[src/rtl/detector_jogada_pkg.sv]
// detector_jogada_pkg: shared FSM encoding, switch width and default timing constants
package detector_jogada_pkg;
    localparam int N_CHAVES        = 4;
    localparam int DEBOUNCE_PADRAO = 4;
    localparam int TIMEOUT_PADRAO  = 5000;
    typedef enum logic [2:0] {
        OCIOSO      = 3'd0,
        ESPERA_ZERO = 3'd1,
        AGUARDA     = 3'd2,
        FILTRA      = 3'd3,
        REGISTRA    = 3'd4,
        ESGOTADO    = 3'd5
    } estado_t;
endpackage

[src/rtl/detector_jogada_if.sv]
// detector_jogada_if: control, push-button and play-report signals of the play detector
interface detector_jogada_if;
    import detector_jogada_pkg::*;
    logic                habilita;
    logic                limpa;
    logic [N_CHAVES-1:0] chaves;
    logic [N_CHAVES-1:0] jogada;
    logic                tem_jogada;
    logic                jogada_invalida;
    logic                timeout;
    logic [2:0]          db_estado;
    modport master (output habilita, limpa, chaves,
                    input  jogada, tem_jogada, jogada_invalida, timeout, db_estado);
    modport slave  (input  habilita, limpa, chaves,
                    output jogada, tem_jogada, jogada_invalida, timeout, db_estado);
endinterface

[src/rtl/detector_jogada_sincronizador.sv]
// sincronizador_2ff: two-flop synchronizer for asynchronous level inputs
module sincronizador_2ff #(
    parameter int LARGURA = 1
) (
    input  logic               clock,
    input  logic               reset,
    input  logic [LARGURA-1:0] d_i,
    output logic [LARGURA-1:0] q_o
);
    logic [LARGURA-1:0] meta_q, sync_q;
    always_ff @(posedge clock or negedge reset)
        if (!reset) begin
            meta_q <= '0;
            sync_q <= '0;
        end else begin
            meta_q <= d_i;
            sync_q <= meta_q;
        end
    assign q_o = sync_q;
endmodule

[src/rtl/detector_jogada.sv]
// detector_jogada: debounces the push buttons and reports one-hot plays as single-cycle pulses.
// Define DETECTOR_JOGADA_TIMEOUT_EN to add the idle-wait timeout (state ESGOTADO).
module detector_jogada import detector_jogada_pkg::*; #(
    parameter int DEBOUNCE_CICLOS = DEBOUNCE_PADRAO,
    parameter int TIMEOUT_CICLOS  = TIMEOUT_PADRAO
) (
    input logic              clock,
    input logic              reset,
    detector_jogada_if.slave io
);
    localparam int DW = $clog2(DEBOUNCE_CICLOS);
    if (DEBOUNCE_CICLOS < 2 || TIMEOUT_CICLOS < 1) begin : g_param_invalido
        $error("detector_jogada: DEBOUNCE_CICLOS >= 2 and TIMEOUT_CICLOS >= 1 required");
    end
    estado_t             estado_q, estado_d;
    logic [N_CHAVES-1:0] sync, amostra_q, amostra_d, jogada_q, jogada_d;
    logic [DW-1:0]       cnt_q, cnt_d;
    logic                tem_q, tem_d, inv_q, inv_d;
    sincronizador_2ff #(.LARGURA(N_CHAVES)) u_sync (
        .clock(clock),
        .reset(reset),
        .d_i  (io.chaves),
        .q_o  (sync)
    );
`ifdef DETECTOR_JOGADA_TIMEOUT_EN
    localparam int TW = $clog2(TIMEOUT_CICLOS + 1);
    logic [TW-1:0] tcnt_q, tcnt_d;
    logic          tmo_q, tmo_d;
`endif
    always_comb begin
        estado_d  = estado_q;
        cnt_d     = cnt_q;
        amostra_d = amostra_q;
        tem_d     = 1'b0;
        inv_d     = 1'b0;
        jogada_d  = io.limpa ? '0 : jogada_q;
`ifdef DETECTOR_JOGADA_TIMEOUT_EN
        tcnt_d    = '0;
        tmo_d     = 1'b0;
`endif
        if (!io.habilita) begin
            estado_d = OCIOSO;
            cnt_d    = '0;
        end else case (estado_q)
            OCIOSO: begin
                estado_d = ESPERA_ZERO;
                cnt_d    = '0;
            end
            ESPERA_ZERO: begin
                cnt_d = (sync != '0) ? '0 : cnt_q + DW'(1);
                if (sync == '0 && cnt_q == DW'(DEBOUNCE_CICLOS - 1)) begin
                    estado_d = AGUARDA;
                    cnt_d    = '0;
                end
            end
            AGUARDA: begin
                if (sync != '0) begin
                    amostra_d = sync;
                    cnt_d     = '0;
                    estado_d  = FILTRA;
                end
`ifdef DETECTOR_JOGADA_TIMEOUT_EN
                else if (tcnt_q == TW'(TIMEOUT_CICLOS - 1)) begin
                    estado_d = ESGOTADO;
                    tmo_d    = 1'b1;
                end else tcnt_d = tcnt_q + TW'(1);
`endif
            end
            FILTRA: begin
                if (sync == '0) begin
                    estado_d = AGUARDA;
                    cnt_d    = '0;
                end else if (sync != amostra_q) begin
                    amostra_d = sync;
                    cnt_d     = '0;
                end else if (cnt_q == DW'(DEBOUNCE_CICLOS - 1)) begin
                    estado_d = REGISTRA;
                    cnt_d    = '0;
                end else cnt_d = cnt_q + DW'(1);
            end
            REGISTRA: begin
                // a valid capture overrides a simultaneous limpa
                estado_d = ESPERA_ZERO;
                if ($onehot(amostra_q)) begin
                    jogada_d = amostra_q;
                    tem_d    = 1'b1;
                end else inv_d = 1'b1;
            end
            default: ;
        endcase
    end
    always_ff @(posedge clock or negedge reset)
        if (!reset) begin
            estado_q  <= OCIOSO;
            cnt_q     <= '0;
            amostra_q <= '0;
            jogada_q  <= '0;
            tem_q     <= 1'b0;
            inv_q     <= 1'b0;
        end else begin
            estado_q  <= estado_d;
            cnt_q     <= cnt_d;
            amostra_q <= amostra_d;
            jogada_q  <= jogada_d;
            tem_q     <= tem_d;
            inv_q     <= inv_d;
        end
`ifdef DETECTOR_JOGADA_TIMEOUT_EN
    always_ff @(posedge clock or negedge reset)
        if (!reset) begin
            tcnt_q <= '0;
            tmo_q  <= 1'b0;
        end else begin
            tcnt_q <= tcnt_d;
            tmo_q  <= tmo_d;
        end
    assign io.timeout = tmo_q;
`else
    assign io.timeout = 1'b0;
`endif
    assign io.jogada          = jogada_q;
    assign io.tem_jogada      = tem_q;
    assign io.jogada_invalida = inv_q;
    assign io.db_estado       = estado_q;
endmodule

[src/flat_wrapper.sv]
// flat-port wrapper written by rule: the top's interface ports become plain ports
module detector_jogada_flat import detector_jogada_pkg::*;
#(
    parameter int DEBOUNCE_CICLOS = DEBOUNCE_PADRAO,
    parameter int TIMEOUT_CICLOS  = TIMEOUT_PADRAO
)
  (clock, reset, io_habilita, io_limpa, io_chaves, io_jogada, io_tem_jogada, io_jogada_invalida, io_timeout, io_db_estado);
  detector_jogada_if io_i ();
  input logic clock;
  input logic reset;
  input wire logic [$bits(io_i.habilita)-1:0] io_habilita;
  input wire logic [$bits(io_i.limpa)-1:0] io_limpa;
  input wire logic [$bits(io_i.chaves)-1:0] io_chaves;
  output wire logic [$bits(io_i.jogada)-1:0] io_jogada;
  output wire logic [$bits(io_i.tem_jogada)-1:0] io_tem_jogada;
  output wire logic [$bits(io_i.jogada_invalida)-1:0] io_jogada_invalida;
  output wire logic [$bits(io_i.timeout)-1:0] io_timeout;
  output wire logic [$bits(io_i.db_estado)-1:0] io_db_estado;
  assign io_i.habilita = io_habilita;
  assign io_i.limpa = io_limpa;
  assign io_i.chaves = io_chaves;
  assign io_jogada = io_i.jogada;
  assign io_tem_jogada = io_i.tem_jogada;
  assign io_jogada_invalida = io_i.jogada_invalida;
  assign io_timeout = io_i.timeout;
  assign io_db_estado = io_i.db_estado;
  detector_jogada #(.DEBOUNCE_CICLOS(DEBOUNCE_CICLOS), .TIMEOUT_CICLOS(TIMEOUT_CICLOS)) u_core (.clock(clock), .reset(reset), .io(io_i));
endmodule
[config.mk]
export PLATFORM = sky130hd
export DESIGN_NAME = detector_jogada_flat
export DESIGN_NICKNAME = d
export VERILOG_FILES = /design/src/rtl/detector_jogada_pkg.sv /design/src/rtl/detector_jogada_if.sv /design/src/rtl/detector_jogada_sincronizador.sv /design/src/rtl/detector_jogada.sv /design/src/flat_wrapper.sv
export SDC_FILE = /design/constraint.sdc
export NUM_CORES = 1
export LEC_CHECK = 0
export ABC_AREA = 1
export CORE_MARGIN = 4
export CORE_UTILIZATION = 40
export CTS_BUF_LIST = sky130_fd_sc_hd__clkbuf_4 sky130_fd_sc_hd__clkbuf_8
export DETAILED_ROUTE_END_ITERATION = 8
export PLACE_DENSITY_LB_ADDON = 0.25
export SYNTH_ARGS = -nofsm -noshare
export SYNTH_HDL_FRONTEND = slang
export SYNTH_SLANG_ARGS = --single-unit
[constraint.sdc]
create_clock -name clock -period 2.3 [get_ports clock]
set_clock_uncertainty 0.2 [all_clocks]
set_input_delay 0.46 -clock clock [delete_from_list [all_inputs] [get_ports clock]]
set_output_delay 0.46 -clock clock [all_outputs]
set_load 0.05 [all_outputs]
==> summary.txt, run 1 <==
========================================================================================================
Run status                                                                                  finished with violations
Violated checks                                                                             setup timing
Class of the most critical hold timing path                                                 flop to flop
Final setup violating endpoints                                                                        4
Clock period minus final worst setup slack                                                       2.32 ns
Final worst-path cycle share                                                                        101%
Part of the power in combinational logic                                                           50.4%
Level count of the clock H-tree                                                                        1
Power spent charging and discharging nets                                                     0.000597 W
Routability cong.                                                                                  0.787
Flip-flop and latch count after synthesis                                                             23
Number of global-route vias before repair                                                            783
Total CTS buffers                                                                                      3
ANT cells                                                                                              0
Cell accounting for the most synthesized area                                               sky130_fd_sc_hd__dfrtp_1
Pin slew with the least headroom to its limit                                                   0.498 ns
Crit path buf inv count                                                                                1
Cell depth of the worst flop-to-flop path                                                              8
Post-detailed-routing wire length                                                                2010 µm
Internal Dissipation                                                                          0.000862 W
Worst slew margin                                                                                  66.7%
Main synth FF type                                                                          sky130_fd_sc_hd__dfrtp_1
Cell Chain, Critical Path                                                                   ha_1, ha_2, fa_1, nor3b_2, nand4_1, buf_6, nand3_1, o21ai_1
Die Ht                                                                                           60.9 µm
List of most frequent post-synthesis cells                                                  sky130_fd_sc_hd__nand2_1, sky130_fd_sc_hd__dfrtp_1, sky130_fd_sc_hd__inv_1
First-pass GRT wire length                                                                       3330 µm
Number of violations of the max-capacitance limit                                                      0
Antenna violations before repair                                                                       0
Core Region                                                                                     2570 µm²
Biggest fanout along the worst timing path                                                             5
Cell at the root of the clock tree                                                          sky130_fd_sc_hd__clkbuf_4
I/O Buffers                                                                                           16
Setup repair after global routing missed its margin                                                 true
Area of the mapped netlist                                                                      1120 µm²
WL/cell                                                                                          11.0 µm
Signal arrival time at the worst endpoint                                                        2.34 ns
Detailed-routing iteration count for the pre-antenna-repair pass                                       4
Leak pwr                                                                                        0.707 nW
Post-route cell area                                                                            1420 µm²
Total Power                                                                                    0.00146 W
I/O pins                                                                                              18
HPWL after detailed placement                                                                    1580 µm
Final setup slack of the worst path                                                           -0.0181 ns
Share of Yosys cell area claimed by the top area cell type                                         51.5%
Syn Nets                                                                                             137
Startpoint kind of the worst setup timing path                                                      flop
Filler cells                                                                                         242
Clock share of power                                                                               13.5%
Number of enable flip-flop cells after synthesis                                                       0
Total gr overflow                                                                                      0
Peak ir drop on the vdd network                                                               0.000655 V
P per Cell Area                                                                              1030 nW/µm²
F_max                                                                                            431 MHz
Layout cells sized above 1                                                                         25.0%
Synth async-reset ratio                                                                             100%
Worst-skew pair later-pin latency                                                                0.31 ns
Synthesized netlist cell count                                                                       124
Number of hold-slack violations in the final timing report                                             0
Vias per Instance                                                                                   4.87
Net count reported at finish                                                                         166
Number of stages on the worst hold path                                                                0
Pin count of the biggest net entering global routing                                                  24
Cells taking the most area after synthesis                                                  sky130_fd_sc_hd__dfrtp_1, sky130_fd_sc_hd__nand2_1, sky130_fd_sc_hd__ha_1
Placed cells                                                                                         175
Sw frac                                                                                            40.9%
GRT Total Usage                                                                                    12.1%
Post-synthesis average cell area                                                                9.01 µm²
Die width                                                                                        60.9 µm
Via count                                                                                            886
Synthesis-to-layout area growth                                                                    27.2%
Count of antenna-violating nets left after detailed routing                                            0
Std cell rows                                                                                         18
Sequential cell fraction of total power                                                            36.1%
Number of buffers on the longest clock path                                                            2
Worst path required time                                                                         2.32 ns
Post-layout utilization of the core                                                                55.4%
Drt initial violations                                                                                27
Number of library cell types mapped by synthesis                                                      24
FF-to-FF setup slack                                                                            -0.02 ns
Sequential area share after synthesis                                                              51.5%
Max stage delay on crit path                                                                     0.46 ns
Num Clock Sinks                                                                                       23
Die Outline Area                                                                                3700 µm²
WP depth                                                                                               8
Critical setup path kind                                                                    flop to flop
Final routed DRC violation total                                                                       0
CTS tree                                                                                             yes
Post-CTS clock slew at the launch and capture registers of the worst setup and hold paths        0.13 ns
YS warnings                                                                                            0
Cell with the largest stage delay on the worst path                                         sky130_fd_sc_hd__fa_1
Final slew viol count                                                                                  0
Non-filler cells in the finished layout                                                              182
Capturing element type of the critical path                                                         flop
Effective utilization at floorplan                                                                 43.5%
Top-count cell post-synth                                                                   sky130_fd_sc_hd__nand2_1
Kind of cell adding the most delay to the critical path                                      adder cells
Cts-stage hold buffer count                                                                            0
Area after detailed placement                                                                   1350 µm²
========================================================================================================
worst reg2reg max path: stages (launching register included):
cell                      delay (ns)
sky130_fd_sc_hd__dfrtp_1        0.42
sky130_fd_sc_hd__ha_1           0.30
sky130_fd_sc_hd__ha_2           0.18
sky130_fd_sc_hd__fa_1           0.46
sky130_fd_sc_hd__nor3b_2        0.22
sky130_fd_sc_hd__nand4_1        0.16
sky130_fd_sc_hd__buf_6          0.17
sky130_fd_sc_hd__nand3_1        0.06
sky130_fd_sc_hd__o21ai_1        0.06
per-stage QoR:
step | hold WS [ns] | TNS (ns) | setup slack, ns
5_1_grt | 0.168 | -0.558 | -0.138
4_1_cts | 0.164 | 0 | 0.0394
3_5_place_dp | 0.136 | -0.262 | -0.0815
3_3_place_gp | 0.132 | -0.00760 | -0.00760
6_report | 0.157 | -0.0375 | -0.0181
2_1_floorplan | -0.0356 | 0 | 0.0199
cell type report:
class / instances / area (µm²) / share of cell area [%]
Timing Repair Buffer: 25 / 221 / 15.6
Inverter: 17 / 63.8 / 4.49
Sequential cell: 23 / 576 / 40.5
Tap cell: 30 / 37.5 / 2.64
Clock buffer: 4 / 30.0 / 2.11
Multi-Input combinational cell: 83 / 493 / 34.7
kinds of logic after synthesis:
logic type,count (synthesis),synth area share [%]
fa+ha+maj,5,6.27
compound gates,16,9.74
simple gates,61,25.8
buf+inv,18,6.38
flops,23,51.5
other cells,1,0.336
state kept, by name, indices dropped and copies added (netlist names):
register                   cells
u_core.amostra_q               4
u_core.cnt_q                   2
u_core.io.db_estado            3
u_core.io.jogada               4
u_core.io.jogada_invalida      1
u_core.io.tem_jogada           1
u_core.u_sync.meta_q           4
u_core.u_sync.q_o              4
placed cells by master (no fill, tap or decap), drive strengths merged:
cell type / instances
nand3: 11
o21bai: 1
ha: 4
dfrtp: 23
a21oi: 5
nor3b: 1
inv: 17
buf: 12
conb: 1
clkdlybuf4s50: 13
o21ai: 8
nand4: 2
clkbuf: 4
a31oi: 1
nor4: 1
nor3: 1
nor2: 9
fa: 1
o31ai: 1
nand2: 36
final timing paths:
path	endpoint	from
max	u_core.io.jogada[1]	u_core.amostra_q[0]
min	u_core.u_sync.q_o[1]	u_core.u_sync.meta_q[1]
max reg2reg	u_core.io.jogada[1]	u_core.amostra_q[0]
min reg2reg	u_core.u_sync.q_o[1]	u_core.u_sync.meta_q[1]
max in group asynchronous	u_core.u_sync.q_o[2]	reset
min in group asynchronous	u_core.io.jogada[1]	reset
per-layer routing:
metal / GRT usage, % / up-vias / share of wire, %
li1: - / 457 / -
met1: 15.3 / 402 / 45
met2: 20.3 / 25 / 47
met3: 3.83 / 2 / 7.6
met4: 2.79 / 0 / 0.80
met5: 0 / - / 0
power by group through the flow:
stage	combinational [W]	clock (W)	sequential (W)
detailed placement	0.000716	0	0.000537
finish	0.000736	0.000196	0.000527
CTS	0.000723	0.000206	0.000529
global placement	0.000707	0	0.000532
global route	0.000836	0.000220	0.000536
floorplan	0.000399	0	0.000606
what timing repair did:
item,in CTS,in global routing
gates resized for setup,0,9
endpoints found under the setup margin,4,4
pin swaps,1,6
endpoints found under the hold margin,0,0
cloned,0,1
setup buffers,1,1
Note: power is estimated with default switching activity, not from simulation.
==> run 2: changes to the inputs <==
--- a/config.mk
+++ b/config.mk
@@ -6,5 +6,4 @@
 export NUM_CORES = 1
 export LEC_CHECK = 0
-export ABC_AREA = 1
 export CORE_MARGIN = 4
 export CORE_UTILIZATION = 40
--- a/constraint.sdc
+++ b/constraint.sdc
@@ -3,3 +3,3 @@
 set_input_delay 0.46 -clock clock [delete_from_list [all_inputs] [get_ports clock]]
 set_output_delay 0.46 -clock clock [all_outputs]
-set_load 0.05 [all_outputs]
+set_load 0.1 [all_outputs]
==> summary.txt, run 2 <==
========================================================================================================
Run status                                                                                     completed
Post-route worst hold slack                                                                     0.158 ns
Level count of the clock H-tree                                                                        1
Critical setup path kind                                                                    flop to flop
HPWL after detailed placement                                                                    1330 µm
Final setup violating endpoints                                                                        0
Effective utilization at floorplan                                                                 42.0%
Die Ht                                                                                           59.3 µm
Max stage delay on crit path                                                                     0.45 ns
Num Clock Sinks                                                                                       23
F_max                                                                                            435 MHz
Top-count cell post-synth                                                                   sky130_fd_sc_hd__dfrtp_1
I/O Buffers                                                                                           16
Synth async-reset ratio                                                                             100%
Number of library cell types mapped by synthesis                                                      29
Dpl ws                                                                                         0.0301 ns
Startpoint kind of the worst setup timing path                                                      flop
Pin slew with the least headroom to its limit                                                   0.551 ns
First-pass GRT wire length                                                                       3180 µm
Total Power                                                                                   0.000655 W
Synthesis-to-layout area growth                                                                    26.9%
Total CTS buffers                                                                                      3
Flip-flop and latch count after synthesis                                                             23
Signal arrival time at the worst endpoint                                                        2.30 ns
Most frequent cells in the layout                                                           sky130_fd_sc_hd__dfrtp_1, sky130_fd_sc_hd__buf_4, sky130_fd_sc_hd__inv_1, sky130_fd_sc_hd__clkdlybuf4s50_1, sky130_fd_sc_hd__nand3b_1
Most common cell after layout, fill and taps aside                                          sky130_fd_sc_hd__dfrtp_1
Cell at the root of the clock tree                                                          sky130_fd_sc_hd__clkbuf_4
Number of hold-slack violations in the final timing report                                             0
Total gr overflow                                                                                      0
Final setup slack of the worst path                                                           0.00317 ns
Via count                                                                                            731
Cts-stage hold buffer count                                                                            0
Area of the mapped netlist                                                                      1050 µm²
Non-filler cells in the finished layout                                                              142
Placed cells                                                                                         138
Cell with the largest stage delay on the worst path                                         sky130_fd_sc_hd__fa_1
WL/cell                                                                                          12.4 µm
P per Cell Area                                                                               491 nW/µm²
YS warnings                                                                                            0
Capturing element type of the critical path                                                         flop
Peak ir drop on the vdd network                                                               0.000423 V
Post-synthesis average cell area                                                                11.9 µm²
Vias per Instance                                                                                   5.15
Final worst-path cycle share                                                                       99.9%
Final routed DRC violation total                                                                       0
Worst-skew pair later-pin latency                                                                0.30 ns
Sequential area share after synthesis                                                              54.8%
Die Outline Area                                                                                3510 µm²
Biggest fanout along the worst timing path                                                             9
Pin count of the biggest net entering global routing                                                  24
ANT cells                                                                                              0
Final slew viol count                                                                                  0
Post-CTS clock slew at the launch and capture registers of the worst setup and hold paths        0.12 ns
Setup repair after global routing missed its margin                                                 true
Leak pwr                                                                                        0.636 nW
Die width                                                                                        59.3 µm
Number of global-route vias before repair                                                            733
Syn Nets                                                                                             101
Worst slew margin                                                                                  62.9%
Antenna violations before repair                                                                       0
Routability cong.                                                                                  0.755
List of most frequent post-synthesis cells                                                  sky130_fd_sc_hd__dfrtp_1, sky130_fd_sc_hd__inv_1, sky130_fd_sc_hd__nand3b_1, sky130_fd_sc_hd__o21ai_0
Layout cells sized above 1                                                                         28.6%
CTS tree                                                                                             yes
Cell accounting for the most synthesized area                                               sky130_fd_sc_hd__dfrtp_1
Setup TNS                                                                                           0 ns
Core Region                                                                                     2500 µm²
Cells taking the most area after synthesis                                                  sky130_fd_sc_hd__dfrtp_1, sky130_fd_sc_hd__mux2_4, sky130_fd_sc_hd__ha_1
Share of Yosys cell area claimed by the top area cell type                                         54.8%
Std cell rows                                                                                         18
Class of the most critical hold timing path                                                 flop to flop
Number of buffers on the longest clock path                                                            2
Main synth FF type                                                                          sky130_fd_sc_hd__dfrtp_1
Number of enable flip-flop cells after synthesis                                                       0
Worst path required time                                                                         2.30 ns
Net count reported at finish                                                                         126
I/O pins                                                                                              18
Post-detailed-routing wire length                                                                1760 µm
Number of violations of the max-capacitance limit                                                      0
Clock period minus final worst setup slack                                                       2.30 ns
Synthesized netlist cell count                                                                        88
Detailed-routing iteration count for the pre-antenna-repair pass                                       4
Drt initial violations                                                                                18
GRT Total Usage                                                                                    11.9%
Cell Chain, Critical Path                                                                   ha_1, ha_2, fa_1, nor3b_2, nand4_1, buf_6, nand3b_1, o21ai_1
Count of antenna-violating nets left after detailed routing                                            0
========================================================================================================
==> run 2: cell types whose count changed in the layout (fill, tap and decap cells not counted), moves of 4 or more <==
cell,delta
sky130_fd_sc_hd__inv_2,-6
sky130_fd_sc_hd__o21ai_1,-4
sky130_fd_sc_hd__clkdlybuf4s50_1,-6
sky130_fd_sc_hd__inv_1,-4
sky130_fd_sc_hd__xor2_1,+4
sky130_fd_sc_hd__mux2_4,+4
sky130_fd_sc_hd__nand2_1,-28
sky130_fd_sc_hd__nand3b_1,+5
sky130_fd_sc_hd__nand2_2,-5
sky130_fd_sc_hd__buf_4,+4
sky130_fd_sc_hd__nand3_1,-4
==> run 2: final timing paths <==
| check | startpoint | end | slack (ns) | depth (start not counted) |
|---|---|---|---|---|
| worst min register to register | u_core.u_sync.meta_q[2] | u_core.u_sync.q_o[2] | 0.16 | 0 |
| min in group asynchronous | reset | u_core.io.jogada_invalida | 0.29 | 2 |
| worst max-delay path | u_core.amostra_q[1] | u_core.io.jogada[0] | 0.003 | 8 |
| worst min-delay path | u_core.u_sync.meta_q[2] | u_core.u_sync.q_o[2] | 0.16 | 0 |
| worst max register to register | u_core.amostra_q[1] | u_core.io.jogada[0] | 0.003 | 8 |
| max in group asynchronous | reset | u_core.u_sync.q_o[3] | 1.37 | 2 |
==> run 2: cells by family (layout without fill, tap and decap cells) <==
kind of cell / Yosys count / count (layout) / share of synthesized area (%)
and+or+nand+nor: 25 / 25 / 15.1
DFF: 23 / 23 / 54.8
AOI/OAI and AO/OA: 14 / 14 / 8.81
buffers and inverters: 11 / 35 / 4.29
adders and majority gates: 5 / 5 / 6.67
muxes: 5 / 5 / 6.67
xor gates and xnor gates: 4 / 4 / 3.33
other: 1 / 1 / 0.357
==> run 2: area by class of cell <==
cell class                 count  area, µm²
fill                         223       1170
sequential                    23        576
multi-input combinational     54        438
timing repair buffer          24        226
tap                           30       37.5
clock buffer                   4       30.0
inverter                       7       26.3
==> run 2: timing repair <==
| action | 4_1_cts | 5_1_grt |
|---|---|---|
| resized for setup | 1 | 0 |
| endpoints found under the setup margin | 4 | 4 |
| pin swaps | 0 | 1 |
| cloned | 0 | 0 |
| setup buffers | 0 | 0 |
==> run 2: power breakdown <==
part	total (W)	internal [W]	leakage (nW)	switching [W]
clock network	0.000185	0.0000793	0.0184	0.000106
logic	0.0000510	0.0000199	0.317	0.0000311
registers	0.000419	0.000412	0.301	0.00000670
total	0.000655	0.000511	0.636	0.000144
==> run 2: stage by stage <==
| stage | instance area (µm²) | utilization, % |
|---|---|---|
| 2_1_floorplan | 1060 | - |
| 3_3_place_gp | 1300 | 52.0 |
| 4_1_cts | 1330 | 53.4 |
| 5_1_grt | 1330 | 53.4 |
| 3_5_place_dp | 1300 | 52.0 |
| 6_report | 1330 | 53.4 |
==> run 2: worst max-delay path: cells and delay by family, from the launching register on <==
family	cells	cell delay, ns
compound gates	1	0.06
fa+ha+maj	3	0.95
buf+inv	1	0.17
flops	1	0.40
simple gates	3	0.42
==> run 2: per-layer routing <==
metal / up-vias / routed length (µm) / global-route usage (%)
met4: 0 / 0 / 1.94
met1: 359 / 757 / 14.5
met2: 17 / 885 / 20.4
li1: 355 / - / -
met3: 0 / 113 / 4.14
met5: - / 0 / 0
